## src/rtl/pc_fetch_unit.sv

```systemverilog
// pc_fetch_unit: program counter and instruction fetch stage.
// Provides a zero-latency fetch path, branch/jump redirect with IF/ID flush,
// a hazard-unit stall, and single-level interrupt entry/return through EPC.
// Optional macro INT_PENDING_LATCH_EN: when defined, interrupt requests are held
// in a pending flop until they are accepted. When undefined, INT_req is
// level-sensitive, and a request that drops before it is accepted is lost.

module pc_fetch_unit #(
    parameter logic [31:0] RESET_PC   = 32'h0000_0000,
    parameter logic [31:0] INT_VECTOR = 32'h0000_0800
) (
    input  logic        clk,
    input  logic        reset,
    input  logic        PCWrite,
    input  logic        branch_taken,
    input  logic [31:0] branch_target,
    input  logic        jump,
    input  logic [31:0] jump_target,
    input  logic        INT_req,
    input  logic        eret,
    input  logic [31:0] imem_rdata,
    output logic [31:0] imem_addr,
    output logic [31:0] IF_inst,
    output logic [31:0] IF_PC_out,
    output logic        IF_Flush,
    output logic        INT_detected,
    output logic        INT_restore,
    output logic [31:0] EPC
);

    localparam int unsigned XLEN = 32;
    // Fetch addresses are always word aligned.
    localparam logic [XLEN-1:0] PC_MASK = 32'hFFFF_FFFC;

    typedef enum logic {
        ST_RUN     = 1'b0,
        ST_HANDLER = 1'b1
    } state_t;

    state_t            state_q;
    logic [XLEN-1:0]   pc_q;
    logic [XLEN-1:0]   epc_q;
    logic [XLEN-1:0]   pc_sel;
    logic [XLEN-1:0]   pc_d;
    logic              pending;
    logic              int_accept;
    logic              eret_accept;
    logic              redirect;

    // Interrupt pending source: latched flop or raw level.
`ifdef INT_PENDING_LATCH_EN
    logic pend_q;

    // Capture a request in any state; only an accept or reset consumes it.
    always_ff @(posedge clk or posedge reset) begin
        if (reset) begin
            pend_q <= 1'b0;
        end else if (int_accept) begin
            pend_q <= 1'b0;
        end else if (INT_req) begin
            pend_q <= 1'b1;
        end
    end

    assign pending = INT_req | pend_q;
`else
    assign pending = INT_req;
`endif

    // Event qualification. A redirect or stall defers the interrupt. Reset masks all strobes.
    always_comb begin
        int_accept  = 1'b0;
        eret_accept = 1'b0;
        redirect    = 1'b0;
        if (!reset) begin
            int_accept  = (state_q == ST_RUN) && pending && PCWrite
                          && !branch_taken && !jump;
            eret_accept = (state_q == ST_HANDLER) && eret && PCWrite;
            redirect    = (branch_taken || jump) && !eret_accept;
        end
    end

    // Next-PC selection in priority order, then forced to word alignment.
    always_comb begin
        pc_sel = pc_q + XLEN'(4);
        if (int_accept) begin
            pc_sel = INT_VECTOR;
        end else if (eret_accept) begin
            pc_sel = epc_q;
        end else if (branch_taken) begin
            pc_sel = branch_target;
        end else if (jump) begin
            pc_sel = jump_target;
        end else if (!PCWrite) begin
            pc_sel = pc_q;
        end
        pc_d = pc_sel & PC_MASK;
    end

    // Run/handler FSM with the PC and EPC registers.
    always_ff @(posedge clk or posedge reset) begin
        if (reset) begin
            state_q <= ST_RUN;
            pc_q    <= RESET_PC & PC_MASK;
            epc_q   <= '0;
        end else begin
            pc_q <= pc_d;
            case (state_q)
                ST_RUN: begin
                    if (int_accept) begin
                        epc_q   <= pc_q;
                        state_q <= ST_HANDLER;
                    end
                end
                ST_HANDLER: begin
                    if (eret_accept) begin
                        state_q <= ST_RUN;
                    end
                end
                default: state_q <= ST_RUN;
            endcase
        end
    end

    // Zero-latency fetch path and event strobes.
    assign imem_addr    = pc_q;
    assign IF_PC_out    = pc_q;
    assign IF_inst      = imem_rdata;
    assign IF_Flush     = redirect;
    assign INT_detected = int_accept;
    assign INT_restore  = eret_accept;
    assign EPC          = epc_q;

endmodule

```

## config.mk

```make
export PLATFORM = sky130hd
export DESIGN_NAME = pc_fetch_unit
export DESIGN_NICKNAME = d
export VERILOG_FILES = /design/src/rtl/pc_fetch_unit.sv
export SDC_FILE = /design/constraint.sdc
export NUM_CORES = 1
export LEC_CHECK = 0
export BUFFER_PORTS_ARGS = -buffer_cell sky130_fd_sc_hd__buf_4
export CAP_MARGIN = 20
export CORE_ASPECT_RATIO = 1.75
export CORE_MARGIN = 3
export CORE_UTILIZATION = 40
export DETAILED_ROUTE_END_ITERATION = 10
export PLACE_DENSITY = 0.74
export RECOVER_POWER = 100
export SYNTH_ARGS = -nofsm -noshare
export SYNTH_HDL_FRONTEND = slang
export SYNTH_SLANG_ARGS = --single-unit
```

## constraint.sdc

```tcl
create_clock -name clk -period 2.1 [get_ports clk]
set_input_delay 0 -clock clk [delete_from_list [all_inputs] [get_ports clk]]
set_output_delay 0 -clock clk [all_outputs]
set_load 0.02 [all_outputs]
```

==> reports/metrics.yaml, run 1 <==
synth_seq_area_share_pct: 34.8
combinational_fraction_of_design_power_pct: 38.0
reg2reg_setup_slack_ps: 190
critPathLaunchType: "input port"
final.setup.tns_ps: 0
preCtsSetupSlack_ps: 230
io_pins: 234
async_reset_ff_share_pct: 100
critical_path.reg2reg.startpoint: "state_q"
crit_chain: "dlygate4sd3_1 -> clkbuf_1 -> nand2b_1 -> or3_4 -> clkinv_2 -> buf_6 -> buf_4"
number_of_antenna_violations_at_the_first_check_in_global_routing: 0
p_int_mw: 2.99
core-area_sq_mm: 0.0107
timing.critical_path.max_delay_family: "buffers and inverters"
synth_fa_ha_area_share_pct: 0.285
hold_path_end: "IF_inst[18]"
first_global_vias: 4440
yosysMostFrequentCell: "sky130_fd_sc_hd__nand2_1"
critical_path_peak_fanout: 19
synth_top_area_share_pct: 34.8
synth_mux_area_share_pct: 1.14
xor_xnor_share_of_the_synthesized_area_pct: 3.00
min-delay-start: "imem_rdata[18]"
hpwlAfterDp_um: 11500
yosys_most_used_dff: "sky130_fd_sc_hd__dfrtp_1"
status: "complete, no violations"
count_of_clock_tree_sinks: 61
maxCapViolCount: 0
cts-root-to-sink-buffers: 2
wp_buf_inv: 5
vias: 4550
switching_power_mw: 2.25
number_of_enable_type_register_cells_in_the_synthesized_netlist: 0
fp-row-count: 50
port_buffers: 159
timing.critical_path.slowest_cell_delay_ps: 570
post_drt_wl_per_cell_um: 19.9
synth_area_per_cell_sq_um: 8.08
seq_power_share_pct: 36.7
kind_of_critical_path: "input port to primary output"
holdPathStages: 0
synth_top_family_by_area: "simple AND/OR/NAND/NOR gates"
tritoncts: "built"
max-slew-margin-rel_pct: 42.6
first_pass_grt_wire_length_um: 23700
nNetsFinal: 751
synth_compound_area_share_pct: 21.4
yosysTopAreaCell: "sky130_fd_sc_hd__dfrtp_1"
dieHeight_um: 145
placedCellCount: 764
power_switching_share_pct: 43.0
critical_path.slowest_cell: "sky130_fd_sc_hd__dlygate4sd3_1"
drive_gt1_share_pct: 18.3
postRouteAntennaNets: 0
synth_common_cells: "107 x sky130_fd_sc_hd__nand2_1, 69 x sky130_fd_sc_hd__buf_4, 61 x sky130_fd_sc_hd__dfrtp_1, 33 x sky130_fd_sc_hd__o21ai_0, 30 x sky130_fd_sc_hd__a21oi_1"
post_layout_nonfiller_instances: 781
cp_data_arrival_time_ps: 2020
clockRootBuffer: "sky130_fd_sc_hd__clkbuf_16"
finalMaxSlewViolations: 0
fp.dieArea_sq_mm: 0.0123
clkPwrFrac_pct: 25.3
cts-htree-levels: 3
grt_usage_pct: 25.0
post-layout-total-power_mw: 5.25
synth-simple-area-share_pct: 22.9
fin_crit_sh_pct: 96.1
worst_r2r_endpoint: "IF_PC_out[10]"
worst_r2r_path_depth: 5
power.leakage_nw: 2.35
area_growth_syn_to_layout_pct: 19.7
final_period_minus_worst_setup_slack_ps: 2020
synth_cell_types: 60
fin_worst_setup_slack_ps: 82.3
drc: 0
skew_ps: 6.28
largest_net_degree_at_the_start_of_global_routing: 42
power-per-cell-area_mw_per_mm2: 999
yosys_register_bits: 61
clock_latency_ps: 340
drt_pre_antenna_iters: 5
cp-end-kind: "primary output"
setup_viol: 0
antennaDiodeCount: 0
floorplan.die.width_um: 85.2
holdCritPathClass: "input port to primary output"
clock.fmax_ghz: 0.496
worst_slew_pin_slew_ps: 860
worst_hold_slack_ps: 0.00721
detailedRoute.firstIterationViolations: 334
per_cell_via_count_in_the_routed_design: 5.83
start_util_pct: 41.0
grt-ovfl-total: 0
grt_setup_unrepaired: "false"
cts_made_buffers: 9
gp_congestion: 0.891
final_wirelength_um: 15600
yosys-top-cells-area: "sky130_fd_sc_hd__dfrtp_1 35%, sky130_fd_sc_hd__buf_4 12%, sky130_fd_sc_hd__nand2_1 9.2%"
syn-cell-area_sq_mm: 0.00439
postCtsSetupRepairBufs: 0
ir_drop_v: 0.000500
netlist_instances: 543
finalHoldViolCount: 0
worst-endpoint-required_ps: 2100
yosys_warnings: 0
-- metrics by stage --
step           cell area (sq um)  util [%]
2_1_floorplan               4400         -
3_3_place_gp                5330      49.8
3_5_place_dp                5330      49.8
4_1_cts                     5610      52.5
5_1_grt                     5250      49.1
6_report                    5250      49.1
-- sequential cells by signal (all words and copies together) (netlist names) --
signal	cells
EPC	30
IF_PC_out	30
state_q	1
-- layout make-up --
type | instances | area [sq um]
Inverter | 8 | 31.3
Clock buffer | 13 | 250
Sequential cell | 61 | 1530
Timing Repair Buffer | 192 | 1120
Tap cell | 130 | 163
Fill cell | 1143 | 5450
Multi-Input combinational cell | 375 | 2150
Clock inverter | 2 | 10.0
-- routing by layer --
layer | part of all wire (%) | track usage, %
met5 | 0 | 0
met1 | 36 | 27.6
met2 | 52 | 43.1
met3 | 7.5 | 5.59
met4 | 5.1 | 15.6
-- timing repair --
action	CTS	global route
hold endpoints to repair	21	0
hold buffers	2	0
gates resized for setup	1	1
setup endpoints to repair	1	1
-- worst max-delay path by stage --
stage,from,endpoint,slack [ps],depth (start not counted)
floorplan,IF_PC_out[2],IF_PC_out[22],140,6
global placement,jump,IF_PC_out[11],280,7
detailed placement,jump,IF_PC_out[11],230,7
CTS,state_q,INT_detected,40,5
global route,reset,INT_detected,30,7
finish,reset,INT_detected,80,7
-- cell usage in the layout (no fill, tap or decap), types with 3 or more instances in the layout --
cell type / count
sky130_fd_sc_hd__a221oi_1: 5
sky130_fd_sc_hd__a22o_1: 3
sky130_fd_sc_hd__clkbuf_16: 9
sky130_fd_sc_hd__nor3b_1: 4
sky130_fd_sc_hd__conb_1: 6
sky130_fd_sc_hd__nor2_1: 24
sky130_fd_sc_hd__o21ai_0: 33
sky130_fd_sc_hd__a211oi_1: 9
sky130_fd_sc_hd__clkbuf_1: 94
sky130_fd_sc_hd__nand3_1: 13
sky130_fd_sc_hd__or3_1: 3
sky130_fd_sc_hd__o21a_1: 4
sky130_fd_sc_hd__xor2_1: 8
sky130_fd_sc_hd__o31ai_1: 3
sky130_fd_sc_hd__buf_4: 93
sky130_fd_sc_hd__nand4_1: 10
sky130_fd_sc_hd__and4_1: 12
sky130_fd_sc_hd__inv_1: 5
sky130_fd_sc_hd__nand2b_1: 4
sky130_fd_sc_hd__a22oi_1: 5
sky130_fd_sc_hd__and3_1: 6
sky130_fd_sc_hd__o211ai_1: 9
sky130_fd_sc_hd__and2_1: 3
sky130_fd_sc_hd__xnor2_1: 7
sky130_fd_sc_hd__a21oi_1: 30
sky130_fd_sc_hd__nand2_1: 107
sky130_fd_sc_hd__mux2i_1: 5
sky130_fd_sc_hd__a21o_1: 3
sky130_fd_sc_hd__a221o_1: 3
sky130_fd_sc_hd__a31oi_1: 5
sky130_fd_sc_hd__dfrtp_1: 61
sky130_fd_sc_hd__nor3_1: 7
sky130_fd_sc_hd__o221ai_1: 4
sky130_fd_sc_hd__o22ai_1: 10
sky130_fd_sc_hd__clkinv_2: 3
-- cell families (layout without fill, tap and decap cells) --
kind of cell | count (synthesis) | after routing
AND/OR/NAND/NOR | 207 | 207
AO/OA/AOI/OAI | 141 | 141
flip-flops | 61 | 61
XOR/XNOR | 15 | 15
other | 1 | 6
buffers and inverters | 112 | 215
multiplexers | 5 | 5
adder cells (fa/ha/maj) | 1 | 1
-- worst reg2reg max path, stage by stage, from the launching register on --
cell and delay (ps):
sky130_fd_sc_hd__dfrtp_1 420, sky130_fd_sc_hd__or3b_2 500, sky130_fd_sc_hd__a21oi_1 300, sky130_fd_sc_hd__clkbuf_1 290, sky130_fd_sc_hd__nor2_1 80, sky130_fd_sc_hd__a22o_1 190
-- power by group through the flow --
stage,clock network [mW],logic [mW],registers (mW)
6_report,1.33,1.99,1.93
5_1_grt,1.39,2.16,1.99
4_1_cts,1.34,2.37,1.93
3_5_place_dp,0,2.36,1.95
3_3_place_gp,0,2.33,1.92
2_1_floorplan,0,1.09,2.26
Power figures use the tool's default switching activity.
==> run 2, diff against run 1 <==
--- a/config.mk
+++ b/config.mk
@@ -7,12 +7,15 @@
 export LEC_CHECK = 0
 export BUFFER_PORTS_ARGS = -buffer_cell sky130_fd_sc_hd__buf_4
 export CAP_MARGIN = 20
+export CELL_PAD_IN_SITES_DETAIL_PLACEMENT = 1
+export CELL_PAD_IN_SITES_GLOBAL_PLACEMENT = 1
 export CORE_ASPECT_RATIO = 1.75
 export CORE_MARGIN = 3
-export CORE_UTILIZATION = 40
+export CORE_UTILIZATION = 32
 export DETAILED_ROUTE_END_ITERATION = 10
-export PLACE_DENSITY = 0.74
+export PLACE_DENSITY = 0.83
 export RECOVER_POWER = 100
+export SKIP_CTS_REPAIR_TIMING = 1
 export SYNTH_ARGS = -nofsm -noshare
 export SYNTH_HDL_FRONTEND = slang
 export SYNTH_SLANG_ARGS = --single-unit
==> reports/metrics.yaml, run 2 (synthesized netlist as in run 1, its figures left out) <==
tritoncts: "built"
setup_viol: 0
critical_path_peak_fanout: 21
drt_pre_antenna_iters: 4
nFillCells: 1718
mostFrequentLayoutCell: "sky130_fd_sc_hd__nand2_1"
first_pass_grt_wire_length_um: 27900
first_global_vias: 5051
nNetsFinal: 758
clk_pin_slew_worst_paths_ps: 50
per_cell_via_count_in_the_routed_design: 5.49
skew_ps: 4.12
finalMaxSlewViolations: 0
grt-ovfl-total: 0
drc: 0
grt_setup_unrepaired: "false"
kind_of_critical_path: "flip-flop to primary output"
cts_made_buffers: 9
holdCritPathClass: "input port to primary output"
final_wirelength_um: 17900
antennaDiodeCount: 0
fin_crit_sh_pct: 94.5
status: "complete, no violations"
switching_power_mw: 2.32
post_layout_nonfiller_instances: 832
finalHoldViolCount: 0
worst_slew_pin_slew_ps: 1460
fp-row-count: 56
postRouteAntennaNets: 0
cp_data_arrival_time_ps: 1980
highest_count_cells_in_the_layout_ignoring_fill_and_taps: "107 x sky130_fd_sc_hd__nand2_1, 105 x sky130_fd_sc_hd__buf_4, 93 x sky130_fd_sc_hd__clkbuf_1"
dieHeight_um: 161
p_int_mw: 3.02
clockRootBuffer: "sky130_fd_sc_hd__clkbuf_16"
start_util_pct: 32.8
count_of_clock_tree_sinks: 61
port_buffers: 159
floorplan.die.width_um: 94.5
clock.fmax_ghz: 0.504
ir_drop_v: 0.000402
vias: 4571
io_pins: 234
combinational_fraction_of_design_power_pct: 39.3
final.setup.tns_ps: 0
grt_usage_pct: 23.9
max-slew-margin-rel_pct: 2.39
critPathLaunchType: "flip-flop"
largest_net_degree_at_the_start_of_global_routing: 62
seq_power_share_pct: 35.5
number_of_antenna_violations_at_the_first_check_in_global_routing: 0
clkPwrFrac_pct: 25.2
cts-htree-levels: 3
area_growth_syn_to_layout_pct: 21.7
placedCellCount: 816
detailedRoute.firstIterationViolations: 294
cts-root-to-sink-buffers: 2
power_switching_share_pct: 43.5
drive_gt1_share_pct: 19.6
core-area_sq_mm: 0.0134
hpwlAfterDp_um: 13500
fp.dieArea_sq_mm: 0.0152
clock_latency_ps: 340
power-per-cell-area_mw_per_mm2: 1000
final_period_minus_worst_setup_slack_ps: 1980
maxCapViolCount: 0
power.leakage_nw: 2.38
worst-endpoint-required_ps: 2100
gp_congestion: 0.852
post_drt_wl_per_cell_um: 21.5
cp-end-kind: "primary output"
-- run 2: worst paths after layout --
path / start / to / slack (ps) / cells past startpoint
worst max-delay path: state_q / INT_detected / 120 / 5
worst max register to register: IF_PC_out[20] / IF_PC_out[31] / 130 / 5
worst min register to register: EPC[7] / EPC[7] / 510 / 2
max in group asynchronous: reset / IF_PC_out[14] / 380 / 4
min in group asynchronous: reset / EPC[28] / 860 / 4
worst min-delay path: imem_rdata[3] / IF_inst[3] / 0.008 / 0
-- run 2: worst max-delay path, stage by stage, from the launching register on --
cell,delay [ps]
sky130_fd_sc_hd__dfrtp_1,440
sky130_fd_sc_hd__nand2b_1,180
sky130_fd_sc_hd__or3_4,480
sky130_fd_sc_hd__inv_2,120
sky130_fd_sc_hd__buf_4,240
sky130_fd_sc_hd__buf_4,180
-- run 2: layout make-up --
cell class | instances | area, sq um | area share, %
multi-input cells | 375 | 2150 | 40.3
clock inverters | 2 | 10.0 | 0.187
inverters | 8 | 30.0 | 0.562
flip-flops and latches | 61 | 1530 | 28.6
repair buffers | 199 | 1150 | 21.6
clock buffers | 13 | 250 | 4.69
well taps | 174 | 218 | 4.08
-- run 2: power groups by stage --
stage | Sequential (mW) | Clock (mW) | Combinational (mW)
floorplan | 2.26 | 0 | 1.09
detailed placement | 1.93 | 0 | 2.47
CTS | 1.91 | 1.38 | 2.49
global placement | 1.90 | 0 | 2.41
finish | 1.90 | 1.35 | 2.10
global route | 1.96 | 1.42 | 2.28
-- run 2: metrics by stage --
step / instance area, sq um / power [mW] / util (%) / setup WS, ps / hold slack (ps)
after global routing: 5340 / 5.67 / 39.9 / 22.5 / 0.0324
after detailed placement: 5430 / 4.40 / 40.6 / 122 / 0.149
after global placement: 5430 / 4.31 / 40.6 / 270 / 0.149
after floorplan: 4400 / 3.36 / - / 139 / 79.0
final: 5340 / 5.34 / 39.9 / 116 / 0.00777
after CTS: 5690 / 5.77 / 42.5 / 94.4 / -212
-- run 2: layer usage --
metal	track usage, %	share of wire, %	up-vias
met5	0	0	-
met4	15.0	5.5	0
met3	4.12	5.6	72
met2	43.0	54	176
met1	25.0	35	2238
li1	-	-	2085
==> run 3, diff against run 2 <==
--- a/config.mk
+++ b/config.mk
@@ -13,7 +13,7 @@
 export CORE_MARGIN = 3
 export CORE_UTILIZATION = 32
 export DETAILED_ROUTE_END_ITERATION = 10
-export PLACE_DENSITY = 0.83
+export PLACE_DENSITY = 0.88
 export RECOVER_POWER = 100
 export SKIP_CTS_REPAIR_TIMING = 1
 export SYNTH_ARGS = -nofsm -noshare
==> reports/metrics.yaml, run 3 (synthesized netlist as in run 1, its figures left out) <==
holdPathStages: 3
drt_pre_antenna_iters: 5
skew_ps: 6.93
largest_net_degree_at_the_start_of_global_routing: 37
count_of_clock_tree_sinks: 61
start_util_pct: 32.8
critical_path_peak_fanout: 18
cts-root-to-sink-buffers: 2
nNetsFinal: 753
nFillCells: 1678
max-slew-margin-rel_pct: 11.9
postRouteAntennaNets: 0
grt_setup_unrepaired: "true"
maxCapViolCount: 0
power.leakage_nw: 2.39
highest_count_cells_in_the_layout_ignoring_fill_and_taps: "107 x sky130_fd_sc_hd__nand2_1, 106 x sky130_fd_sc_hd__buf_4, 86 x sky130_fd_sc_hd__clkbuf_1"
worst-endpoint-required_ps: 2100
crit_chain: "dlygate4sd3_1 -> clkbuf_1 -> nand2b_1 -> or3_4 -> inv_1 -> buf_4 -> buf_4"
vias: 4776
status: "complete, but fails checks"
hpwlAfterDp_um: 13700
clock.fmax_ghz: 0.496
reg2reg_setup_slack_ps: 110
multi_input_comb_area_sq_mm: 0.00217
finish.utilization_pct: 40.0
fin_worst_setup_slack_ps: 84.9
cts-htree-levels: 3
final_wirelength_um: 18400
clk_pin_slew_worst_paths_ps: 60
post-layout-total-power_mw: 5.43
power-per-cell-area_mw_per_mm2: 1010
kind_of_critical_path: "input port to primary output"
drc: 0
dieHeight_um: 161
worst_hold_slack_ps: -34.2
clockRootBuffer: "sky130_fd_sc_hd__clkbuf_16"
seqCellArea_sq_mm: 0.00153
antennaDiodeCount: 0
area_growth_syn_to_layout_pct: 22.2
per_cell_via_count_in_the_routed_design: 5.78
fp.dieArea_sq_mm: 0.0152
preCtsSetupSlack_ps: 121
finalMaxSlewViolations: 0
critical_path.most_common_cell: "sky130_fd_sc_hd__buf_4"
first_global_vias: 5195
finalHoldViolCount: 1
timing.critical_path.slowest_cell_delay_ps: 550
tritoncts: "built"
grt_usage_pct: 24.4
core-area_sq_mm: 0.0134
first_pass_grt_wire_length_um: 28400
clock_latency_ps: 340
gp_congestion: 0.972
cp_data_arrival_time_ps: 2020
cts_made_buffers: 9
drive_gt1_share_pct: 20.2
holdCritPathClass: "input port to flip-flop"
worst_r2r_path_depth: 6
cp-end-kind: "primary output"
mostFrequentLayoutCell: "sky130_fd_sc_hd__nand2_1"
final_period_minus_worst_setup_slack_ps: 2020
setup_viol: 0
fp-row-count: 56
worst_slew_pin_slew_ps: 1320
grt-ovfl-total: 0
ir_drop_v: 0.000403
failed_checks: "negative hold slack"
number_of_antenna_violations_at_the_first_check_in_global_routing: 0
critPathLaunchType: "input port"
detailedRoute.firstIterationViolations: 396
critical_path.slowest_cell: "sky130_fd_sc_hd__dlygate4sd3_1"
port_buffers: 159
floorplan.die.width_um: 94.5
post_drt_wl_per_cell_um: 22.2
fin_crit_sh_pct: 96.0
io_pins: 234
run 3: power breakdown:
group	internal (mW)	leakage (nW)	total, mW	switching (mW)
registers	1.51	0.755	1.93	0.417
logic	0.689	1.51	2.12	1.43
clock network	0.819	0.127	1.38	0.558
total	3.02	2.39	5.43	2.41
run 3: final timing paths:
path                                 end             start
hold / removal              IF_PC_out[6]  branch_target[6]
min in group asynchronous        EPC[21]             reset
hold reg to reg                   EPC[5]            EPC[5]
setup / recovery            INT_detected             reset
max in group asynchronous        EPC[20]             reset
setup reg to reg           IF_PC_out[22]      IF_PC_out[6]
run 3: critical path, delay by kind of cell:
family | cells | cell delay, ps
and+or+nand+nor | 2 | 670
buffers and inverters | 5 | 1330
run 3: final cells by class:
cell class                 instances  area share [%]
clock buffer                      11            4.53
clock inverter                     4           0.467
inverter                           8           0.560
multi-input combinational        375            40.4
sequential                        61            28.5
tap                              174            4.06
timing repair buffer             194            21.5
run 3: through the flow:
step	instances	setup TNS, ps	cell area [sq um]
after floorplan	548	0	4400
final	827	0	5360
after CTS	826	-34.8	5660
after detailed placement	811	0	5400
after global placement	811	0	5400
after global routing	827	-17.6	5360
run 3: layer usage:
layer | up-vias | global-route usage [%] | wire (um) | part of all wire [%]
li1 | 2075 | - | - | -
met1 | 2371 | 25.9 | 6400 | 35
met2 | 233 | 42.7 | 9620 | 52
met3 | 97 | 5.48 | 1210 | 6.6
met4 | 0 | 15.0 | 1150 | 6.2
met5 | - | 0 | 0 | 0
